**config.mk**
```make
export PLATFORM = sky130hd
export DESIGN_NAME = or1200_iter_div
export DESIGN_NICKNAME = d
export VERILOG_FILES = /design/src/rtl/or1200_iter_div.sv
export SDC_FILE = /design/constraint.sdc
export NUM_CORES = 1
export LEC_CHECK = 0
export CORE_ASPECT_RATIO = 0.5
export CORE_UTILIZATION = 50
export CTS_CLUSTER_DIAMETER = 40
export DETAILED_ROUTE_END_ITERATION = 16
export GPL_TIMING_DRIVEN = 0
export PLACE_DENSITY = 0.75
export SETUP_SLACK_MARGIN = 0.02
export SYNTH_ARGS = -nofsm -noshare
export SYNTH_HDL_FRONTEND = slang
export SYNTH_SLANG_ARGS = --single-unit
```
**constraint.sdc**
```tcl
create_clock -name clk -period 5 [get_ports clk]
set_clock_uncertainty 0.2 [all_clocks]
set_input_delay 1 -clock clk [delete_from_list [all_inputs] [get_ports clk]]
set_output_delay 1 -clock clk [all_outputs]
set_load 0.005 [all_outputs]
```
**src/rtl/or1200_iter_div.sv**
```systemverilog
// Iterative 32-cycle restoring divider for l.div / l.divu, with pipeline stall.
// Optional remainder output enabled by `define OR1200_ITER_DIV_REM_EN.
module or1200_iter_div #(
   parameter int OPW = 32
) (
   input  logic           clk,
   input  logic           rst,
   input  logic           ex_freeze,
   input  logic           start,
   input  logic           is_signed,
   input  logic [OPW-1:0] operand_a,
   input  logic [OPW-1:0] operand_b,
   output logic           stall,
   output logic           done,
   output logic [OPW-1:0] quotient,
`ifdef OR1200_ITER_DIV_REM_EN
   output logic [OPW-1:0] remainder,
`endif
   output logic           dbz,
   output logic           ovf
);

   typedef enum logic [1:0] {IDLE, RUN, DONE} state_t;

   localparam logic [OPW-1:0] MINV = {1'b1, {(OPW-1){1'b0}}};

   state_t         state_q, state_d;
   logic [5:0]     cnt_q, cnt_d;
   logic [OPW-1:0] dvd_q, dvd_d;
   logic [OPW-1:0] dvs_q, dvs_d;
   logic [OPW-1:0] par_q, par_d;
   logic           qneg_q, qneg_d;
   logic           ovfp_q, ovfp_d;
   logic [OPW-1:0] quot_q, quot_d;
   logic           dbz_q, dbz_d;
   logic           ovf_q, ovf_d;
`ifdef OR1200_ITER_DIV_REM_EN
   logic           rneg_q, rneg_d;
   logic [OPW-1:0] remo_q, remo_d;
`endif

   logic [OPW-1:0] a_abs, b_abs;
   logic [OPW:0]   rem_sh;
   logic [OPW-1:0] sub;
   logic           ge;
   logic [OPW-1:0] par_nx, dvd_nx;

   assign a_abs = (is_signed && operand_a[OPW-1]) ? -operand_a : operand_a;
   assign b_abs = (is_signed && operand_b[OPW-1]) ? -operand_b : operand_b;

   // Partial remainder can exceed OPW bits after the shift, hence the extra bit.
   assign rem_sh = {par_q, dvd_q[OPW-1]};
   assign ge     = rem_sh >= {1'b0, dvs_q};
   assign sub    = rem_sh[OPW-1:0] - dvs_q;
   assign par_nx = ge ? sub : rem_sh[OPW-1:0];
   assign dvd_nx = {dvd_q[OPW-2:0], ge};

   always_comb begin
      state_d = state_q;
      cnt_d   = cnt_q;
      dvd_d   = dvd_q;
      dvs_d   = dvs_q;
      par_d   = par_q;
      qneg_d  = qneg_q;
      ovfp_d  = ovfp_q;
      quot_d  = quot_q;
      dbz_d   = dbz_q;
      ovf_d   = ovf_q;
`ifdef OR1200_ITER_DIV_REM_EN
      rneg_d  = rneg_q;
      remo_d  = remo_q;
`endif
      unique case (state_q)
         IDLE: begin
            if (start) begin
               dvd_d  = a_abs;
               dvs_d  = b_abs;
               par_d  = '0;
               qneg_d = is_signed & (operand_a[OPW-1] ^ operand_b[OPW-1]);
               ovfp_d = is_signed & (operand_a == MINV) & (&operand_b);
`ifdef OR1200_ITER_DIV_REM_EN
               rneg_d = is_signed & operand_a[OPW-1];
`endif
               if (operand_b == '0) begin
                  state_d = DONE;
                  quot_d  = '0;
                  dbz_d   = 1'b1;
                  ovf_d   = 1'b0;
`ifdef OR1200_ITER_DIV_REM_EN
                  remo_d  = operand_a;
`endif
               end else begin
                  state_d = RUN;
                  cnt_d   = 6'd32;
               end
            end
         end
         RUN: begin
            cnt_d = cnt_q - 6'd1;
            dvd_d = dvd_nx;
            par_d = par_nx;
            if (cnt_q == 6'd1) begin
               state_d = DONE;
               quot_d  = qneg_q ? -dvd_nx : dvd_nx;
               dbz_d   = 1'b0;
               ovf_d   = ovfp_q;
`ifdef OR1200_ITER_DIV_REM_EN
               remo_d  = rneg_q ? -par_nx : par_nx;
`endif
            end
         end
         DONE: begin
            if (!ex_freeze) state_d = IDLE;
         end
         default: state_d = IDLE;
      endcase
   end

   always_ff @(posedge clk or posedge rst) begin
      if (rst) begin
         state_q <= IDLE;
         cnt_q   <= '0;
         dvd_q   <= '0;
         dvs_q   <= '0;
         par_q   <= '0;
         qneg_q  <= 1'b0;
         ovfp_q  <= 1'b0;
         quot_q  <= '0;
         dbz_q   <= 1'b0;
         ovf_q   <= 1'b0;
`ifdef OR1200_ITER_DIV_REM_EN
         rneg_q  <= 1'b0;
         remo_q  <= '0;
`endif
      end else begin
         state_q <= state_d;
         cnt_q   <= cnt_d;
         dvd_q   <= dvd_d;
         dvs_q   <= dvs_d;
         par_q   <= par_d;
         qneg_q  <= qneg_d;
         ovfp_q  <= ovfp_d;
         quot_q  <= quot_d;
         dbz_q   <= dbz_d;
         ovf_q   <= ovf_d;
`ifdef OR1200_ITER_DIV_REM_EN
         rneg_q  <= rneg_d;
         remo_q  <= remo_d;
`endif
      end
   end

   assign stall    = ((state_q == IDLE) && start) || (state_q == RUN);
   assign done     = (state_q == DONE);
   assign quotient = quot_q;
   assign dbz      = dbz_q;
   assign ovf      = ovf_q;
`ifdef OR1200_ITER_DIV_REM_EN
   assign remainder = remo_q;
`endif

endmodule

```
==> results of run 1 <==
per-layer routing:
| metal | wire [um] | up-vias | GRT usage [%] |
|---|---|---|---|
| met3 | 2120 | 48 | 3.01 |
| met5 | 0 | - | 0 |
| li1 | - | 4174 | - |
| met2 | 11800 | 387 | 45.0 |
| met4 | 541 | 0 | 9.52 |
| met1 | 12400 | 4223 | 41.9 |
metrics by stage:
stage	setup TNS, ps	instance area [um^2]	std cells
detailed placement	-627	10600	1432
finish	0	11200	1465
CTS	0	11200	1465
floorplan	0	9240	1093
global placement	-253500	10600	1431
global route	0	11200	1465
layout by cell type, fill, tap and decap left out, types with 5 or more instances in the layout:
cell type,instances
o21ai_0,152
a32oi_1,8
xnor2_1,55
nand2b_1,10
nor3_1,23
nor3b_1,5
nand3_1,14
clkbuf_16,17
nor4_1,14
o41ai_1,6
o21a_1,8
o31ai_1,27
inv_1,48
a31oi_1,11
clkbuf_1,45
xor2_1,61
clkdlybuf4s50_1,104
a22oi_1,26
nand4_1,13
dfrtp_1,139
a21o_1,9
ha_1,37
nor2_1,72
or3_1,11
nor2b_1,7
and3_1,6
nand2_1,133
a21oi_1,75
sequential cells by signal (all words and copies together), names as in the netlist:
name,cells
ovf,1
quotient,32
par_q,32
qneg_q,1
state_q,2
dbz,1
ovfp_q,1
dvs_q,32
cnt_q,6
dvd_q,32
kinds of logic (layout without fill, tap and decap cells):
family,Yosys count,after routing,share of synthesized area (%)
fa+ha+maj,39,39,5.36
buf+inv,100,238,4.13
simple gates,337,337,17.8
mux,4,4,0.433
flops,140,140,37.9
xor+xnor,116,116,11.0
compound gates,357,357,23.4
how the worst max path moves through the flow:
stage	endpoint	slack, ps	cells after the start
after global routing	quotient[28]	40	19
after global placement	dvs_q[22]	-1820	2
after detailed placement	quotient[26]	-220	19
after CTS	quotient[26]	20	19
final	quotient[26]	330	19
after floorplan	cnt_q[0]	50	1
power by group:
part | total [mW] | switching (mW) | internal [mW] | leakage [nW]
clock network | 1.30 | 0.549 | 0.748 | 0.289
registers | 2.26 | 0.534 | 1.73 | 1.69
logic | 4.84 | 2.76 | 2.08 | 2.63
final cells by class:
class / count / area [um^2] / share of cell area, %
tap: 234 / 293 / 2.60
timing repair buffer: 106 / 1080 / 9.57
inverter: 50 / 193 / 1.71
multi-input combinational: 853 / 5380 / 47.9
clock buffer: 18 / 429 / 3.82
clock inverter: 14 / 161 / 1.44
sequential: 140 / 3500 / 31.2
buffer: 50 / 203 / 1.80
worst max-delay path, cell delays in order, from the launching register on:
cell and delay [ps]:
dfrtp_2 420, inv_1 60, ha_1 300, nor2b_1 130
o21ai_0 190, a21oi_1 150, o21a_1 210, o21a_1 250
nor4b_4 290, o21ai_1 110, a41oi_2 250, buf_6 200
buf_4 220, ha_2 230, nand3_1 150, or3b_4 460
nand2b_4 180, o41ai_4 270, xor2_1 120, o31ai_1 200
what timing repair did:
item	CTS	global route
endpoints found under the setup margin	5	5
resized for setup	0	10
buffers inserted	1	0
gates cloned	0	0
pin swaps	1	0
==> results_dict.tcl, run 1 <==
set metrics [dict create \
    status "completed" \
    tightest_slew_ps 997 \
    wl_mm 26.8 \
    hold_end "quotient[6]" \
    drc 0 \
    vias 8832 \
    antenna_left 0 \
    worstSetupPathType "flop to flop" \
    overflow 0 \
    syn_area_um2 9240 \
    r2r_end "quotient[26]" \
    r2r.worst_path.cells 19 \
    worstReg2RegStart "dvs_q[1]" \
    finalSetupViolCount 0 \
    drt_iter0_markers 821 \
    async_flop_share_pct 100 \
    syn_inst 1093 \
    die_h_um 98.1 \
    cts.sinks 140 \
    worst_slack_ps 329 \
    die_area_um2 19100 \
    slew_violations 0 \
    clock.fmax_ghz 0.214 \
    finalPower_mw 8.40 \
    max-cap-violations 0 \
    hold_start "quotient[6]" \
    dieWidth_um 194 \
    synth_cell_type_count 67 \
    grt_max_degree 72 \
    pre_cts_ws_ps -218 \
    final_util_pct 63.4 \
    portBuffers 104 \
    netlist_top_cells_area "dfrtp_1, o21ai_0, xor2_1" \
    synth_edf_count 0 \
    slew_headroom_pct 32.9 \
    clockRootBuffer "clkbuf_16" \
    cp-start-kind "flop" \
    whs_ps 277 \
    cts_made_buffers 17 \
    grt_pass1_wl_mm 43.3 \
    peakVddDrop_mv 0.355 \
    synth_most_common_cell "o21ai_0" \
    r2r_setup_slack_ps 330 \
    avgSynthCellArea_um2 8.46 \
    synth_top_cell_area_share_pct 37.9 \
    cts_hold_buffers 0 \
    endpoint_kind "flop" \
    cts_max_level 4 \
    hold_class "flop to flop" \
    synth_top_flop_cell "dfrtp_1" \
    gr-usage-all-layers_pct 28.7 \
    power.leakage_nw 4.62 \
    crit_fanout 10 \
    critical_path_arrival_ps 4800 \
    vias_per_cell 6.03 \
    p_per_area_nw_per_um2 747 \
    ys_warn_count 0 \
    fillers 1518 \
    rsz0062_at_grt "no" \
    critPathRequiredTime_ps 5130 \
    final_layout_size_suffix_gt1_share_pct 4.96 \
    min_period_ps 4670 \
    cts_max_path_buffers 2 \
    antenna_found_initial 0 \
    io_pins 105 \
    crit_start "dvs_q[1]" \
    seq_area_frac_synth_pct 37.9 \
    wl_per_cell_um 18.3 \
    nets 1326 \
    antenna_cells 0 \
    worstSkewPairLatency_ps 420 \
    initial_core_util_pct 52.1 \
    cts_tree "done" \
    rows 34 \
    final.period_utilization_pct 93.4 \
    path_clk_slew_ps 70 \
    synth_top_area_cell "dfrtp_1" \
    gp_congestion 0.965 \
    ys_seq_elements 140 \
    grt_pass1_vias 8343 \
    hold_depth 2 \
    synth.top_cells.by_count "o21ai_0, dfrtp_1, nand2_1" \
    place_hpwl_mm 20.1 \
    hold_viol 0 \
    drtPass1Iterations 5 \
    mappedNetlistNets 1201 \
    area_growth_pct 21.6 \
    core_um2 17700 \
]
Power figures use the tool's default switching activity.
==> run 2: changes to the inputs <==
Settings changed: PLACE_DENSITY 0.75 to 0.73.
==> run 2 against run 1 <==
  * Fmax is 0.14% lower
  * Final cell count hardly changed
  * Sequential cell count stayed put
  * Register-to-register slack better by 70 ps
  * Setup slack worse by 6.6 ps
  * Utilization is 0.16 points lower
==> results_dict.tcl, run 2 (synthesis results as in run 1) <==
set metrics [dict create \
    min_period_ps 4680 \
    cts_max_path_buffers 2 \
    path_clk_slew_ps 60 \
    power_frac_seq_pct 27.0 \
    wl_met3_mm 1.91 \
    drt-met1-wl_mm 12.5 \
    r2r_end "quotient[26]" \
    die_h_um 98.1 \
    critical_path_arrival_ps 4760 \
    initial_core_util_pct 52.1 \
    cp-start-kind "primary input" \
    cts.sinks 140 \
    layout_commonest_cell "o21ai_0" \
    final_layout_size_suffix_gt1_share_pct 4.96 \
    vias 8641 \
    grt_max_degree 92 \
    final.period_utilization_pct 93.6 \
    core_um2 17700 \
    peakVddDrop_mv 0.284 \
    rsz0062_at_grt "no" \
    slew_headroom_pct 33.7 \
    status "completed" \
    cts_max_level 4 \
    die_area_um2 19100 \
    hold_depth 2 \
    final_util_pct 63.2 \
    r2r_setup_slack_ps 400 \
    wl_per_cell_um 18.1 \
    io_pins 105 \
    power.leakage_nw 4.60 \
    worstSkewPairLatency_ps 440 \
    cts_tree "done" \
    rows 34 \
    portBuffers 104 \
    drt_iter0_markers 771 \
    sw_frac_of_total_pct 45.7 \
    clockRootBuffer "clkbuf_16" \
    overflow 0 \
    pwr-share-clk_pct 15.4 \
    drc 0 \
    vias_per_cell 5.90 \
    hold_class "flop to flop" \
    drtPass1Iterations 7 \
    antenna_cells 0 \
    wl_met2_mm 11.6 \
    worstReg2RegStart "dvs_q[1]" \
    place_hpwl_mm 20.0 \
    cts_made_buffers 17 \
    area_growth_pct 21.3 \
    slew_violations 0 \
    tightest_slew_ps 986 \
    grt_pass1_wl_mm 42.6 \
    cts_hold_buffers 0 \
    hold_viol 0 \
    final_cell_mix "o21ai_0, dfrtp_1, nand2_1, clkdlybuf4s50_1, a21oi_1" \
    grt_pass1_vias 8211 \
    routed.top_layer "met4" \
    switchingPower_mw 3.80 \
    clock.fmax_ghz 0.214 \
    p_per_area_nw_per_um2 742 \
    finalSetupViolCount 0 \
    p_comb_share_pct 57.7 \
    endpoint_kind "flop" \
    nets 1325 \
    max-cap-violations 0 \
    crit_fanout 10 \
    worstSetupPathType "primary input to flop" \
    gr-usage-all-layers_pct 28.5 \
    antenna_found_initial 0 \
    dieWidth_um 194 \
    wl_mm 26.4 \
    critPathRequiredTime_ps 5080 \
    internal_power_mw 4.52 \
    antenna_left 0 \
    fin_tns_setup_ps 0 \
    hold_start "quotient[17]" \
    r2r.worst_path.cells 18 \
    gp_congestion 0.942 \
    hold_end "quotient[17]" \
]
[run 2: changes by cell type in the layout (fill, tap and decap cells not counted), sizes merged]
cell,before,now
inv,54,55
bufinv,2,1
buf,8,7
clkinvlp,1,2
clkinv,7,5
clkbuf,62,63
[run 2: metrics by stage]
step	area, um^2	cells	power [mW]	hold WS [ps]	worst slack, ps
after floorplan	9240	1093	5.49	250	47.1
after global routing	11200	1464	8.98	303	69.7
after CTS	11200	1465	8.25	284	85.6
after global placement	10600	1431	6.77	264	-1840
after detailed placement	10600	1432	6.91	270	-216
final	11200	1464	8.32	277	322
[run 2: power by group through the flow]
stage	Combinational, mW	Clock, mW	Sequential, mW
3_3_place_gp	4.56	0	2.22
5_1_grt	5.34	1.33	2.31
4_1_cts	4.74	1.29	2.23
3_5_place_dp	4.67	0	2.24
2_1_floorplan	3.38	0	2.11
6_report	4.80	1.28	2.24
[run 2: what timing repair did]
item,4_1_cts,5_1_grt
resized for setup,2,6
pin swaps,1,2
gates cloned,0,0
buffers inserted,1,0
hold endpoints to repair,0,0
endpoints found under the setup margin,5,5
[run 2: worst max-delay path by stage]
stage,start,to,slack (ps),cells after the start
floorplan,rst,cnt_q[0],50,1
global route,dvs_q[1],quotient[26],70,18
finish,operand_b[1],quotient[0],320,12
CTS,dvs_q[1],quotient[26],90,19
global placement,rst,dvs_q[23],-1840,2
detailed placement,dvs_q[1],quotient[26],-220,19
[run 2: cell type report]
type | count | area, um^2
fill | 1518 | 6530
multi-input combinational | 853 | 5370
sequential | 140 | 3500
timing repair buffer | 106 | 1080
clock buffer | 19 | 453
tap | 234 | 293
buffer | 49 | 195
inverter | 50 | 193
clock inverter | 13 | 129
[run 2: routing by layer]
metal	up-vias	GRT usage, %
li1	4170	-
met1	4078	41.5
met2	355	43.9
met3	38	4.66
met4	0	7.88
met5	-	0
[run 2: worst max-delay path, cell delays in order]
cell,delay [ps]
clkdlybuf4s50_1,490
inv_1,120
ha_1,170
nand2_1,70
nor3_1,570
nand3_1,390
nand2b_2,330
nor4_2,660
a21boi_1,330
clkbuf_1,400
nand2_1,150
o21ai_0,90
